**src/rtl/fb_port_arbiter.sv**
```systemverilog
// fb_port_arbiter: shares one burst memory port between the camera write
// stream and the VGA read stream of a 1024x768 RGB565 frame buffer.
// Reads are favoured to keep the display fed, but at most MAX_RD_RUN reads
// in a row are granted while a write burst is waiting.
//
// Optional feature: define FB_PINGPONG_EN to double-buffer between
// FB0_BASE and FB1_BASE. Without it both streams use FB0_BASE.
`timescale 1ns/1ps

module fb_port_arbiter #(
    parameter int unsigned BURST_LEN   = 256,
    parameter int unsigned FRAME_WORDS = 786432,
    parameter int unsigned RD_LOW      = 256,
    parameter int unsigned MAX_RD_RUN  = 4,
    parameter logic [23:0] FB0_BASE    = 24'h000000,
    parameter logic [23:0] FB1_BASE    = 24'h100000
) (
    input  logic        CLK,
    input  logic        RSTn,
    input  logic [9:0]  wr_fifo_level,
    input  logic [9:0]  rd_fifo_level,
    input  logic        cam_frame_start,
    input  logic        vga_frame_start,
    output logic        mem_req,
    output logic        mem_we,
    output logic [23:0] mem_addr,
    input  logic        mem_ack,
    input  logic        mem_done,
    output logic        grant_wr,
    output logic        grant_rd,
    output logic        rd_starve
);

    // Offsets are word offsets inside one frame buffer.
    localparam int unsigned OFF_W = 20;
    localparam int unsigned RUN_W = $clog2(MAX_RD_RUN + 1);

    // One extra bit so "offset + burst" can reach FRAME_WORDS exactly.
    localparam logic [OFF_W:0]   BURST_EXT = (OFF_W + 1)'(BURST_LEN);
    localparam logic [OFF_W:0]   FRAME_EXT = (OFF_W + 1)'(FRAME_WORDS);
    localparam logic [RUN_W-1:0] MAX_RUN   = RUN_W'(MAX_RD_RUN);

    typedef enum logic [1:0] {
        IDLE = 2'd0,
        REQ  = 2'd1,
        XFER = 2'd2
    } state_t;

    state_t            state_q;
    logic              mem_req_q;
    logic              mem_we_q;
    logic [23:0]       mem_addr_q;

    logic [OFF_W-1:0]  wr_off_q, wr_off_d;
    logic [OFF_W-1:0]  rd_off_q, rd_off_d;
    logic              rd_hold_q, rd_hold_d;
    logic [RUN_W-1:0]  rd_run_q, rd_run_d;
    logic              rd_starve_q, rd_starve_d;

    logic              rd_need;
    logic              wr_need;
    logic              pick_rd;
    logic              pick_wr;
    logic              xfer_done;
    logic [OFF_W:0]    wr_sum;
    logic [OFF_W:0]    rd_sum;

    logic              wr_bank;
    logic              rd_bank;
    logic [23:0]       wr_base;
    logic [23:0]       rd_base;
    logic [23:0]       wr_addr;
    logic [23:0]       rd_addr;

    // ------------------------------------------------------------------
    // Bank selection
    // ------------------------------------------------------------------
`ifdef FB_PINGPONG_EN
    logic wr_bank_q, wr_bank_d;
    logic rd_bank_q, rd_bank_d;

    // Camera flips to the other bank each frame; the display picks up the
    // bank the camera has just finished, i.e. the one it is not writing.
    always_comb begin
        // NOTE: every always_comb output gets a default first so that no
        // path leaves it unassigned and a latch is never inferred.
        wr_bank_d = wr_bank_q;
        rd_bank_d = rd_bank_q;
        if (cam_frame_start) begin
            wr_bank_d = ~wr_bank_q;
        end
        if (vga_frame_start) begin
            rd_bank_d = ~wr_bank_d;
        end
    end

    // Bank registers.
    always_ff @(posedge CLK or negedge RSTn) begin
        if (!RSTn) begin
            wr_bank_q <= 1'b0;
            rd_bank_q <= 1'b0;
        end else begin
            wr_bank_q <= wr_bank_d;
            rd_bank_q <= rd_bank_d;
        end
    end

    assign wr_bank = wr_bank_q;
    assign rd_bank = rd_bank_q;
`else
    // Single buffer: both streams live in FB0.
    assign wr_bank = 1'b0;
    assign rd_bank = 1'b0;
`endif

    assign wr_base = wr_bank ? FB1_BASE : FB0_BASE;
    assign rd_base = rd_bank ? FB1_BASE : FB0_BASE;

    // 24-bit add; any carry out of bit 23 is dropped.
    assign wr_addr = wr_base + {{(24 - OFF_W){1'b0}}, wr_off_q};
    assign rd_addr = rd_base + {{(24 - OFF_W){1'b0}}, rd_off_q};

    // ------------------------------------------------------------------
    // Arbitration
    // ------------------------------------------------------------------
    assign rd_need = ({22'd0, rd_fifo_level} <= RD_LOW) && !rd_hold_q;
    assign wr_need = ({22'd0, wr_fifo_level} >= BURST_LEN);

    // Reads win unless they have already used up their run allowance.
    assign pick_rd = rd_need && (!wr_need || (rd_run_q != MAX_RUN));
    assign pick_wr = wr_need && !pick_rd;

    assign xfer_done = (state_q == XFER) && mem_done;

    // Port FSM with registered request outputs; ack/done are only looked
    // at in the state that expects them.
    always_ff @(posedge CLK or negedge RSTn) begin
        // NOTE: sequential state uses non-blocking assignments so every
        // register samples pre-edge values regardless of statement order.
        if (!RSTn) begin
            state_q    <= IDLE;
            mem_req_q  <= 1'b0;
            mem_we_q   <= 1'b0;
            mem_addr_q <= '0;
        end else begin
            case (state_q)
                IDLE: begin
                    if (pick_rd || pick_wr) begin
                        state_q    <= REQ;
                        mem_req_q  <= 1'b1;
                        mem_we_q   <= pick_wr;
                        mem_addr_q <= pick_wr ? wr_addr : rd_addr;
                    end
                end
                REQ: begin
                    if (mem_ack) begin
                        state_q   <= XFER;
                        mem_req_q <= 1'b0;
                    end
                end
                XFER: begin
                    if (mem_done) begin
                        state_q <= IDLE;
                    end
                end
                default: begin
                    state_q   <= IDLE;
                    mem_req_q <= 1'b0;
                end
            endcase
        end
    end

    // Grants steer the datapath from the accepting cycle through the done
    // cycle, so they decode the FSM state rather than wait a clock.
    assign grant_wr = mem_we_q &&
                      (((state_q == REQ) && mem_ack) || (state_q == XFER));
    assign grant_rd = !mem_we_q &&
                      (((state_q == REQ) && mem_ack) || (state_q == XFER));

    // ------------------------------------------------------------------
    // Frame offsets, read hold, read-run counter, starvation flag
    // ------------------------------------------------------------------
    assign wr_sum = {1'b0, wr_off_q} + BURST_EXT;
    assign rd_sum = {1'b0, rd_off_q} + BURST_EXT;

    // Advance offsets on burst completion; frame starts override the
    // advance so a burst finishing in the same cycle cannot skip a frame.
    always_comb begin
        wr_off_d  = wr_off_q;
        rd_off_d  = rd_off_q;
        rd_hold_d = rd_hold_q;
        if (xfer_done && mem_we_q) begin
            wr_off_d = (wr_sum == FRAME_EXT) ? '0 : wr_sum[OFF_W-1:0];
        end
        if (xfer_done && !mem_we_q) begin
            if (rd_sum == FRAME_EXT) begin
                rd_off_d  = '0;
                rd_hold_d = 1'b1;
            end else begin
                rd_off_d = rd_sum[OFF_W-1:0];
            end
        end
        if (cam_frame_start) begin
            wr_off_d = '0;
        end
        if (vga_frame_start) begin
            rd_off_d  = '0;
            rd_hold_d = 1'b0;
        end
    end

    // Count back-to-back reads taken while a write waits; any write grant,
    // or an idle cycle with no write demand, restarts the count.
    always_comb begin
        rd_run_d = rd_run_q;
        if (state_q == IDLE) begin
            if (pick_wr || !wr_need) begin
                rd_run_d = '0;
            end else if (pick_rd && (rd_run_q != MAX_RUN)) begin
                rd_run_d = rd_run_q + 1'b1;
            end
        end
    end

    // Starvation: the display FIFO ran dry part-way through a frame.
    assign rd_starve_d = rd_starve_q ||
                         ((rd_fifo_level == '0) && !rd_hold_q && (rd_off_q != '0));

    // Bookkeeping registers.
    always_ff @(posedge CLK or negedge RSTn) begin
        if (!RSTn) begin
            wr_off_q    <= '0;
            rd_off_q    <= '0;
            rd_hold_q   <= 1'b1;
            rd_run_q    <= '0;
            rd_starve_q <= 1'b0;
        end else begin
            wr_off_q    <= wr_off_d;
            rd_off_q    <= rd_off_d;
            rd_hold_q   <= rd_hold_d;
            rd_run_q    <= rd_run_d;
            rd_starve_q <= rd_starve_d;
        end
    end

    assign mem_req   = mem_req_q;
    assign mem_we    = mem_we_q;
    assign mem_addr  = mem_addr_q;
    assign rd_starve = rd_starve_q;

    // ------------------------------------------------------------------
    // Interface invariants
    // ------------------------------------------------------------------
    // A pending request keeps its attributes until it is accepted.
    a_req_stable: assert property (@(posedge CLK) disable iff (!RSTn)
        (mem_req && !mem_ack) |=> (mem_req && $stable(mem_we) && $stable(mem_addr)));

    // Only one direction owns the datapath at a time.
    a_grant_onehot: assert property (@(posedge CLK) disable iff (!RSTn)
        !(grant_wr && grant_rd));

endmodule
```
**config.mk**
```make
export PLATFORM = sky130hd
export DESIGN_NAME = fb_port_arbiter
export DESIGN_NICKNAME = d
export VERILOG_FILES = /design/src/rtl/fb_port_arbiter.sv
export SDC_FILE = /design/constraint.sdc
export NUM_CORES = 1
export LEC_CHECK = 0
export ABC_AREA = 1
export ABC_CLOCK_PERIOD_IN_PS = 1900
export CAP_MARGIN = 5
export CORE_AREA = 2 2 77 79
export CTS_BUF_LIST = sky130_fd_sc_hd__clkbuf_4 sky130_fd_sc_hd__clkbuf_8
export CTS_CLUSTER_DIAMETER = 80
export DETAILED_ROUTE_END_ITERATION = 12
export DIE_AREA = 0 0 79 81
export PLACE_DENSITY = 0.79
export SYNTH_ARGS = -nofsm -noshare
export SYNTH_HDL_FRONTEND = slang
export SYNTH_SLANG_ARGS = --single-unit
```
**constraint.sdc**
```tcl
create_clock -name CLK -period 1.9 [get_ports CLK]
set_clock_uncertainty 0.2 [all_clocks]
set_input_delay 0.19 -clock CLK [delete_from_list [all_inputs] [get_ports CLK]]
set_output_delay 0.19 -clock CLK [all_outputs]
set_load 0.03 [all_outputs]
```
==> flow_summary_export.csv, run 1 <==
group,metric,value,unit
yosys,yosysTopAreaCellShare,38.0,%
sta,period_share,96.9,%
drt,num_vias,2837,
grt,grt_pass1_vias,2590,
setup_path,critPathMostFrequentCell,"nand2_1",
power,switchingPower,1.27,mW
drt,met2_wirelength,3.59,mm
clock_network,clock-sinks,45,
power,p_int,1.89,mW
setup_path,end_kind,"register",
setup_path,cp_cell_sequence,"ha_4, nand3_4, nor3_4, nor2_2, nor2_1, nand2_1, nor2_2, nand2_2, nand2_1, nand2_1",
finish,diodes,0,
yosys,synth_compound_area_share,9.41,%
floorplan,chipWidth,79,µm
yosys,netlist_instances,412,
power,power_frac_comb,39.7,%
place,numPortBuffers,34,
drt,drc_errors,0,
yosys,yosys-top-cells-area,"dfrtp_1, nand2_1, inv_1",
clock_network,clk_pin_slew,0.10,ns
setup_path,worstPathRequired,1.92,ns
grt,grt_max_degree,26,
grt,overflow,0,
sta,hold_viol,0,
drt,drt-met1-wl,3.04,mm
power,cellPowerDensity,864,mW/mm²
floorplan,pin_count,55,
yosys,synth_ff_type,"dfrtp_1",
clock_network,clk_latency,0.32,ns
drt,drtIter0Drc,202,
yosys,synth_warnings,0,
setup_path,path_buf_inv,0,
setup_path,arrival,1.86,ns
yosys,syn-cell-area,0.00290,mm²
clock_network,cts_root_buffer,"clkbuf_8",
drt,antenna_left,0,
setup_path,worstSetupPathType,"register to register",
grt,antenna_found_initial,0,
drt,first_pass_iters,4,
yosys,async_reset_ff_share,100,%
power,p_clk_share,21.3,%
sta,holdWs,0.140,ns
grt,grt_util_all_layers,22.3,%
sta,timing.final.ws_setup,0.0581,ns
finish,multi_input_area,0.00162,mm²
run,max_cap_violations,0,
power,peakVddDrop,0.000620,V
clock_network,numCtsBuffers,5,
yosys,synth-xor-area-share,2.11,%
finish,syn_to_final_growth,26.3,%
yosys,yosys.area_share.simple,35.5,%
yosys,synth_top_family_by_area,"simple AND/OR/NAND/NOR gates",
finish,fin_nets,501,
yosys,synth-edff-count,0,
yosys,synthAdderAreaFrac,2.59,%
floorplan,start_util,51.1,%
power,p_leak,1.75,nW
run_status,outcome,"finished, final reports clean",
floorplan,coreArea,0.00568,mm²
yosys,synth_mux_area_share,0,%
yosys,synth.distinct_cells,32,
worst_hold_path,hold_class,"input pin to async pin",
place,place_ws,-0.0228,ns
yosys,yosysSeqAreaShare,38.9,%
grt,grt_pass1_wl,11.2,mm
floorplan,die_h,81,µm
sta,fin_crit,1.84,ns
drt,dr_wl_met3,385,µm
power,power_frac_seq,39.0,%
drt,wirelength,7.16,mm
yosys,yosysMostFrequentCell,"nand2_1",
clock_network,tritoncts,"yes",
sta,rsz0062_at_grt,"true",
floorplan,dieArea,0.00640,mm²
finish,drive_above_1_share,17.4,%
yosys,synth_area_per_cell,7.04,µm²
setup_path,slowest_delay,0.40,ns
setup_path,crit_slowest_cell,"dfrtp_1",
clock_network,cts.htree.levels,2,
setup_path,crit_family,"simple AND/OR/NAND/NOR gates",
drt,top_layer,"met4",
drt,viasPerCell,5.21,
yosys,synth_top_area_cell,"dfrtp_1",
sta,maxClockFrequency,0.543,GHz
finish,nFillCells,494,
sta,maxSlewViolCount,0,
finish,final-seq-area,0.00113,mm²
sta,setup_viol,0,
floorplan,rows,28,
place,gp_congestion,0.886,
power,switching_share,40.2,%
place,dp_hpwl,5.17,mm
yosys,synth_common_cells,"nand2_1, inv_1, nor2_1, dfrtp_1, nand3_1",
clock_network,clk_path_buf_depth,2,
drt,routedWlPerCell,13.1,µm
yosys,synth-seq-cells,45,
setup_path,critPathLaunchType,"register",
setup_path,path_max_fanout,5,
==> placed cells by master (no fill, tap or decap), drive strengths merged, types with 7 or more instances in the layout <==
master / count
conb: 12
nand4: 13
nand2: 134
clkdlybuf4s50: 31
nand3: 33
dfrtp: 44
buf: 25
o21ai: 34
nor3: 7
a21oi: 7
nor2: 48
inv: 53
==> power by group through the flow <==
| stage | Clock [mW] | Sequential [mW] | Combinational [mW] |
|---|---|---|---|
| final | 0.674 | 1.23 | 1.26 |
| after global routing | 0.722 | 1.24 | 1.37 |
| after CTS | 0.676 | 1.23 | 1.26 |
| after detailed placement | 0 | 1.24 | 1.25 |
| after global placement | 0 | 1.24 | 1.23 |
| after floorplan | 0 | 1.47 | 0.535 |
==> area by class of cell <==
type                            instances  area share (%)
Timing Repair Buffer                   57            14.1
Sequential cell                        45            30.9
Tap cell                               75            2.56
Multi-Input combinational cell        308            44.3
Clock inverter                          2           0.478
Inverter                               52            5.33
Clock buffer                            6            2.25
==> routing by layer <==
| metal | vias up | GRT usage, % |
|---|---|---|
| li1 | 1395 | - |
| met1 | 1338 | 27.1 |
| met2 | 90 | 40.0 |
| met3 | 14 | 4.11 |
| met4 | 0 | 7.41 |
| met5 | - | 0 |
==> per-stage QoR <==
stage                     utilization, %  setup TNS (ns)  cell area [µm²]  instances  total power [mW]
final                               64.5               0             3660        545              3.16
after global routing                64.5          -0.520             3660        545              3.34
after CTS                           61.5               0             3490        541              3.17
after detailed placement            59.5          -0.115             3380        532              2.50
after global placement              59.5               0             3380        532              2.47
after floorplan                        -               0             2940        423              2.00
==> flip-flops by register name, indices dropped and copies added, names as in the netlist <==
name / flops
state_q: 2
mem_req: 1
rd_run_q: 3
wr_off_q: 12
rd_starve: 1
rd_hold_q: 1
rd_off_q: 12
mem_we: 1
mem_addr: 12
==> path summary, 6_finish.rpt <==
check | start | to | slack (ns) | depth (start not counted)
worst max-delay path | wr_off_q[8]$_DFFE_PN0P_ | wr_off_q[8]$_DFFE_PN0P_ | 0.06 | 10
worst min-delay path | RSTn | rd_off_q[18]$_DFFE_PN0P_ | 0.14 | 2
worst max register to register | wr_off_q[8]$_DFFE_PN0P_ | wr_off_q[8]$_DFFE_PN0P_ | 0.06 | 10
worst min register to register | rd_hold_q$_DFFE_PN1P_ | rd_hold_q$_DFFE_PN1P_ | 0.27 | 2
max in group asynchronous | RSTn | mem_addr[10]$_DFFE_PN0P_ | 0.78 | 3
min in group CLK | vga_frame_start | rd_hold_q$_DFFE_PN1P_ | 0.23 | 2
==> cells by family after synthesis <==
group	after synthesis
other	1
xor gates and xnor gates	7
buffers and inverters	70
AOI/OAI and AO/OA	48
DFF	45
and+or+nand+nor	235
adders and majority gates	6
==> timing repair <==
item,4_1_cts,5_1_grt
pin swaps,0,10
setup buffers,0,4
endpoints found under the setup margin,5,10
resized for setup,1,37
hold buffers,1,0
hold endpoints to repair,24,0
(Power assumes the default switching activity.)
==> run 2: changes to the inputs <==
==> config.mk (replaced) <==
export PLATFORM = sky130hd
export DESIGN_NAME = fb_port_arbiter
export DESIGN_NICKNAME = d
export VERILOG_FILES = /design/src/rtl/fb_port_arbiter.sv
export SDC_FILE = /design/constraint.sdc
export NUM_CORES = 1
export LEC_CHECK = 0
export ABC_CLOCK_PERIOD_IN_PS = 1900
export CAP_MARGIN = 5
export CORE_AREA = 2 2 74 76
export CTS_BUF_LIST = sky130_fd_sc_hd__clkbuf_4 sky130_fd_sc_hd__clkbuf_8
export CTS_CLUSTER_DIAMETER = 80
export DETAILED_ROUTE_END_ITERATION = 12
export DIE_AREA = 0 0 76 78
export PLACE_DENSITY = 0.8
export SYNTH_ARGS = -nofsm -noshare
export SYNTH_HDL_FRONTEND = slang
export SYNTH_SLANG_ARGS = --single-unit
==> flow_summary_export.csv, run 2 <==
group,metric,value,unit
yosys,netlist_instances,293,
floorplan,rows,26,
floorplan,dieArea,0.00593,mm²
power,peakVddDrop,0.000453,V
finish,nFillCells,334,
run,max_cap_violations,0,
place,numPortBuffers,34,
sta,setup_viol,15,
place,place_ws,-0.359,ns
place,detailed_place.area,0.00336,mm²
grt,antenna_found_initial,0,
power,finalPower,2.99,mW
setup_path,critPathMostFrequentCell,"and3_4",
clock_network,numCtsBuffers,5,
clock_network,cts.htree.levels,2,
yosys,synth_ff_type,"dfrtp_1",
sta,period_share,120,%
setup_path,cp_cell_sequence,"ha_4, and3_4, and3_4, or3b_1, a2111o_1, o311ai_2, a21oi_2",
power,cellPowerDensity,806,mW/mm²
yosys,syn-cell-area,0.00264,mm²
setup_path,crit_slowest_cell,"a2111o_1",
clock_network,tritoncts,"yes",
drt,first_pass_iters,5,
setup_path,end_kind,"register",
place,dp_hpwl,4.83,mm
yosys,synth_common_cells,"dfrtp_1, nand2_1, o21ai_0, nor2_1",
finish,postLayoutCellArea,0.00371,mm²
yosys,synth-seq-cells,45,
finish,final_common_cell,"buf_4",
setup_path,slowest_delay,0.47,ns
sta,fin_crit,2.27,ns
finish,syn_to_final_growth,40.4,%
sta,slew-limit-headroom,60.3,%
setup_path,path_buf_inv,0,
sta,timing.final.ws_setup,-0.373,ns
finish,diodes,0,
sta,tns,-3.09,ns
setup_path,worstPathRequired,1.88,ns
clock_network,clock-sinks,45,
finish,fin_nets,407,
clock_network,clk_path_buf_depth,2,
yosys,yosysSeqAreaShare,42.6,%
yosys,yosysMostFrequentCell,"dfrtp_1",
floorplan,coreArea,0.00504,mm²
drt,antenna_left,0,
clock_network,clk_pin_slew,0.09,ns
yosys,synth.distinct_cells,52,
floorplan,chipWidth,76,µm
drt,drc_errors,0,
sta,rsz0062_at_grt,"true",
yosys,synth-edff-count,0,
floorplan,die_h,78,µm
grt,grt_pass1_wl,11.2,mm
grt,overflow,0,
grt,grt_max_degree,27,
yosys,yosys-top-cells-area,"dfrtp_1, nand2_1, o21ai_0",
setup_path,crit_family,"compound AO/OA/AOI/OAI gates",
clock_network,clk_latency,0.30,ns
yosys,synth_area_per_cell,9.02,µm²
grt,grt_util_all_layers,23.5,%
finish,final_cell_mix,"buf_4, dfrtp_1, nand2_1",
setup_path,path_max_fanout,5,
drt,viasPerCell,5.70,
worst_hold_path,hold_class,"input pin to register",
yosys,async_reset_ff_share,100,%
floorplan,start_util,52.4,%
drt,drtIter0Drc,157,
yosys,yosysTopAreaCellShare,41.6,%
run_status,outcome,"finished, violations left",
yosys,synth_warnings,0,
power,p_leak,1.68,nW
sta,maxSlewViolCount,0,
sta,tightest_slew,0.595,ns
place,gp_congestion,0.842,
grt,grt_pass1_vias,2457,
finish,drive_above_1_share,28.7,%
drt,wirelength,7.56,mm
run_status,violations,"setup timing",
floorplan,pin_count,55,
sta,maxClockFrequency,0.440,GHz
setup_path,critPathLaunchType,"register",
clock_network,cts_root_buffer,"clkbuf_8",
setup_path,worstSetupPathType,"register to register",
drt,num_vias,2544,
yosys,synth_top_area_cell,"dfrtp_1",
sta,hold_viol,0,
setup_path,arrival,2.25,ns
sta,holdWs,0.177,ns
drt,routedWlPerCell,16.9,µm
-- run 2: repair_timing --
action,4_1_cts,5_1_grt
gates cloned,0,3
pin swaps,7,10
hold buffers,1,0
endpoints found under the hold margin,23,0
setup endpoints to repair,30,35
resized for setup,13,30
buffers inserted,1,2
-- run 2: worst reg2reg max path: cells and delay by family, from the launching register on --
kind | cells | cell delay [ns]
simple gates | 3 | 0.65
compound gates | 3 | 0.68
flops | 1 | 0.44
fa+ha+maj | 1 | 0.18
-- run 2: logic make-up after synthesis --
kind of cell,after synthesis,share of synthesized area (%)
simple gates,124,23.8
fa+ha+maj,6,2.84
compound gates,57,12.7
flops,45,42.6
other cells,1,0.142
buf+inv,33,8.28
mux,13,4.97
xor+xnor,14,4.64
-- run 2: metal layers --
| layer | vias up | wire length (µm) | GRT usage [%] |
|---|---|---|---|
| met5 | - | 0 | 0 |
| met1 | 1247 | 3060 | 29.3 |
| met2 | 102 | 3940 | 40.4 |
| li1 | 1172 | - | - |
| met4 | 0 | 201 | 10.0 |
| met3 | 23 | 358 | 3.84 |
-- run 2: final timing paths --
kind / startpoint / to / slack, ns / cells after the start
setup / recovery: wr_off_q[8]$_DFFE_PN0P_ / wr_off_q[19]$_DFFE_PN0P_ / -0.37 / 7
hold / removal: rd_fifo_level[7] / rd_starve$_DFF_PN0_ / 0.18 / 5
setup reg to reg: wr_off_q[8]$_DFFE_PN0P_ / wr_off_q[19]$_DFFE_PN0P_ / -0.37 / 7
hold reg to reg: rd_starve$_DFF_PN0_ / rd_starve$_DFF_PN0_ / 0.28 / 1
max in group asynchronous: RSTn / mem_addr[10]$_DFFE_PN0P_ / 0.65 / 3
min in group asynchronous: RSTn / mem_addr[16]$_DFFE_PN0P_ / 0.22 / 2
-- run 2: final cells by class --
cell class | instances | area (µm²) | area share (%)
multi-input combinational | 226 | 1500 | 40.4
sequential | 45 | 1130 | 30.4
inverter | 5 | 18.8 | 0.506
tap | 70 | 87.6 | 2.36
timing repair buffer | 92 | 857 | 23.1
clock inverter | 1 | 30.0 | 0.809
clock buffer | 7 | 90.1 | 2.43
-- run 2: per-stage QoR --
| stage | utilization, % | cells |
|---|---|---|
| 6_report | 73.6 | 446 |
| 5_1_grt | 73.6 | 446 |
| 4_1_cts | 70.3 | 442 |
| 3_5_place_dp | 66.6 | 432 |
| 3_3_place_gp | 66.6 | 432 |
| 2_1_floorplan | - | 304 |
-- run 2: report_power, final --
part           internal, mW  leakage, nW  switching, mW
Combinational         0.503         1.01          0.600
Sequential             1.04        0.612         0.0697
Clock                 0.444       0.0619          0.334
==> run 3: changes to the inputs <==
--- a/config.mk
+++ b/config.mk
@@ -13,6 +13,8 @@
 export DETAILED_ROUTE_END_ITERATION = 12
 export DIE_AREA = 0 0 76 78
 export PLACE_DENSITY = 0.8
+export SETUP_SLACK_MARGIN = 0.1
+export SKIP_LAST_GASP = 1
 export SYNTH_ARGS = -nofsm -noshare
 export SYNTH_HDL_FRONTEND = slang
 export SYNTH_SLANG_ARGS = --single-unit
==> flow_summary_export.csv, run 3 (synthesized netlist as in run 2, its figures left out) <==
group,metric,value,unit
setup_path,crit_slowest_cell,"a2111o_1",
run,max_cap_violations,0,
clock_network,cts.htree.levels,2,
sta,tns,-3.05,ns
clock_network,tritoncts,"yes",
drt,antenna_left,0,
setup_path,critPathMostFrequentCell,"and3_4",
finish,fin_nets,419,
sta,hold_viol,0,
floorplan,coreArea,0.00504,mm²
power,cellPowerDensity,783,mW/mm²
floorplan,start_util,52.4,%
setup_path,cp_cell_sequence,"ha_4, and3_4, and3_4, or3b_1, a2111o_1, nand3_1, a31oi_1",
sta,slew-limit-headroom,64.5,%
finish,diodes,0,
drt,drc_errors,0,
clock_network,clock-sinks,45,
setup_path,r2r-end,"wr_off_q[18]$_DFFE_PN0P_",
grt,grt_max_degree,24,
grt,antenna_found_initial,0,
setup_path,ff2ff_path_depth,7,
setup_path,worstSetupPathType,"register to register",
finish,multi_input_area,0.00159,mm²
setup_path,critPathLaunchType,"register",
finish,syn_to_final_growth,46.1,%
grt,grt_util_all_layers,26.7,%
finish,final-seq-area,0.00113,mm²
grt,grt_pass1_wl,12.5,mm
power,power_frac_seq,36.8,%
sta,maxClockFrequency,0.438,GHz
sta,timing.final.ws_setup,-0.384,ns
drt,routedWlPerCell,17.7,µm
drt,drtIter0Drc,259,
power,p_leak,1.75,nW
setup_path,slowest_delay,0.47,ns
power,peakVddDrop,0.000380,V
grt,overflow,0,
floorplan,die_h,78,µm
drt,wirelength,8.12,mm
floorplan,pin_count,55,
drt,num_vias,2586,
place,dp_hpwl,4.96,mm
grt,grt_pass1_vias,2583,
clock_network,numCtsBuffers,5,
setup_path,regToRegSetupSlack,-0.38,ns
setup_path,path_max_fanout,5,
setup_path,worstPathRequired,1.86,ns
setup_path,arrival,2.25,ns
sta,setup_viol,11,
finish,finalCoreUtilization,76.6,%
floorplan,rows,26,
power,power_frac_comb,41.3,%
floorplan,chipWidth,76,µm
run_status,outcome,"finished, violations left",
sta,period_share,120,%
worst_hold_path,hold_class,"input pin to async pin",
sta,rsz0062_at_grt,"true",
power,p_clk_share,21.9,%
finish,final_common_cell,"buf_4",
floorplan,dieArea,0.00593,mm²
run_status,violations,"setup timing",
drt,viasPerCell,5.65,
finish,nFillCells,295,
clock_network,clk_latency,0.30,ns
setup_path,rr_startpoint,"wr_off_q[9]$_DFFE_PN0P_",
sta,tightest_slew,0.531,ns
clock_network,clk_path_buf_depth,2,
power,switching_share,35.5,%
place,gp_congestion,0.898,
place,numPortBuffers,34,
clock_network,cts_root_buffer,"clkbuf_8",
clock_network,clk_pin_slew,0.09,ns
setup_path,end_kind,"register",
sta,maxSlewViolCount,0,
power,switchingPower,1.07,mW
finish,drive_above_1_share,34.0,%
power,p_int,1.95,mW
drt,first_pass_iters,5,
finish,final_cell_mix,"buf_4, dfrtp_1, nand2_1",
sta,fin_crit,2.28,ns
-- run 3: changes by cell type in the layout (fill, tap and decap cells not counted), moves of 4 or more --
cell             before  now
clkdlybuf4s50_1      24   19
o21ai_1               2   10
dlymetal6s2s_1        7    3
buf_4                52   61
o21ai_0              24   16
clkbuf_2              0    4
-- run 3: worst max-delay path by stage --
stage,slack [ns],to,startpoint,cells past startpoint
2_1_floorplan,-0.30,wr_off_q[19]$_DFFE_PN0P_,wr_off_q[9]$_DFFE_PN0P_,7
3_3_place_gp,-0.30,mem_addr[12]$_DFFE_PN0P_,rd_fifo_level[5],8
3_5_place_dp,-0.39,mem_addr[18]$_DFFE_PN0P_,rd_fifo_level[1],8
4_1_cts,-0.37,wr_off_q[19]$_DFFE_PN0P_,wr_off_q[8]$_DFFE_PN0P_,7
5_1_grt,-0.44,wr_off_q[19]$_DFFE_PN0P_,wr_off_q[8]$_DFFE_PN0P_,7
6_report,-0.38,wr_off_q[18]$_DFFE_PN0P_,wr_off_q[9]$_DFFE_PN0P_,7
-- run 3: metrics by stage --
stage / cell area [µm²] / setup WS (ns) / hold slack [ns] / power [mW] / cells
floorplan: 2740 / -0.299 / -0.306 / 1.64 / 304
global placement: 3370 / -0.301 / -0.208 / 1.98 / 434
detailed placement: 3370 / -0.392 / -0.209 / 2.01 / 434
CTS: 3750 / -0.369 / 0.0109 / 2.92 / 453
global route: 3860 / -0.444 / 0.0218 / 3.15 / 458
finish: 3860 / -0.384 / 0.0150 / 3.03 / 458
-- run 3: layout make-up --
cell class | instances | share of cell area [%]
well taps | 70 | 2.27
clock inverters | 1 | 0.130
flip-flops and latches | 45 | 29.2
repair buffers | 104 | 24.3
clock buffers | 7 | 2.49
inverters | 5 | 0.486
multi-input cells | 226 | 41.1
-- run 3: what timing repair did --
item	4_1_cts	5_1_grt
buffers inserted	7	7
gates cloned	3	0
endpoints found under the hold margin	45	0
pin swaps	17	17
hold buffers	1	0
gates resized for setup	47	38
endpoints found under the setup margin	37	43
-- run 3: power groups by stage --
stage	Sequential [mW]	Combinational (mW)	Clock (mW)
after floorplan	1.21	0.431	0
after global placement	1.12	0.858	0
after detailed placement	1.12	0.886	0
after CTS	1.11	1.15	0.668
after global routing	1.12	1.32	0.700
final	1.11	1.25	0.662
-- run 3: per-layer routing --
metal / up-vias / part of all wire, % / track usage, %
met3: 20 / 3.9 / 4.19
met5: - / 0 / 0
li1: 1203 / - / -
met1: 1285 / 41 / 32.4
met2: 78 / 52 / 48.4
met4: 0 / 2.5 / 9.27
-- run 3: critical path: cells and delay by family, from the launching register on --
kind	cells	cell delay (ns)
simple gates	4	0.78
compound gates	2	0.55
flops	1	0.43
fa+ha+maj	1	0.16
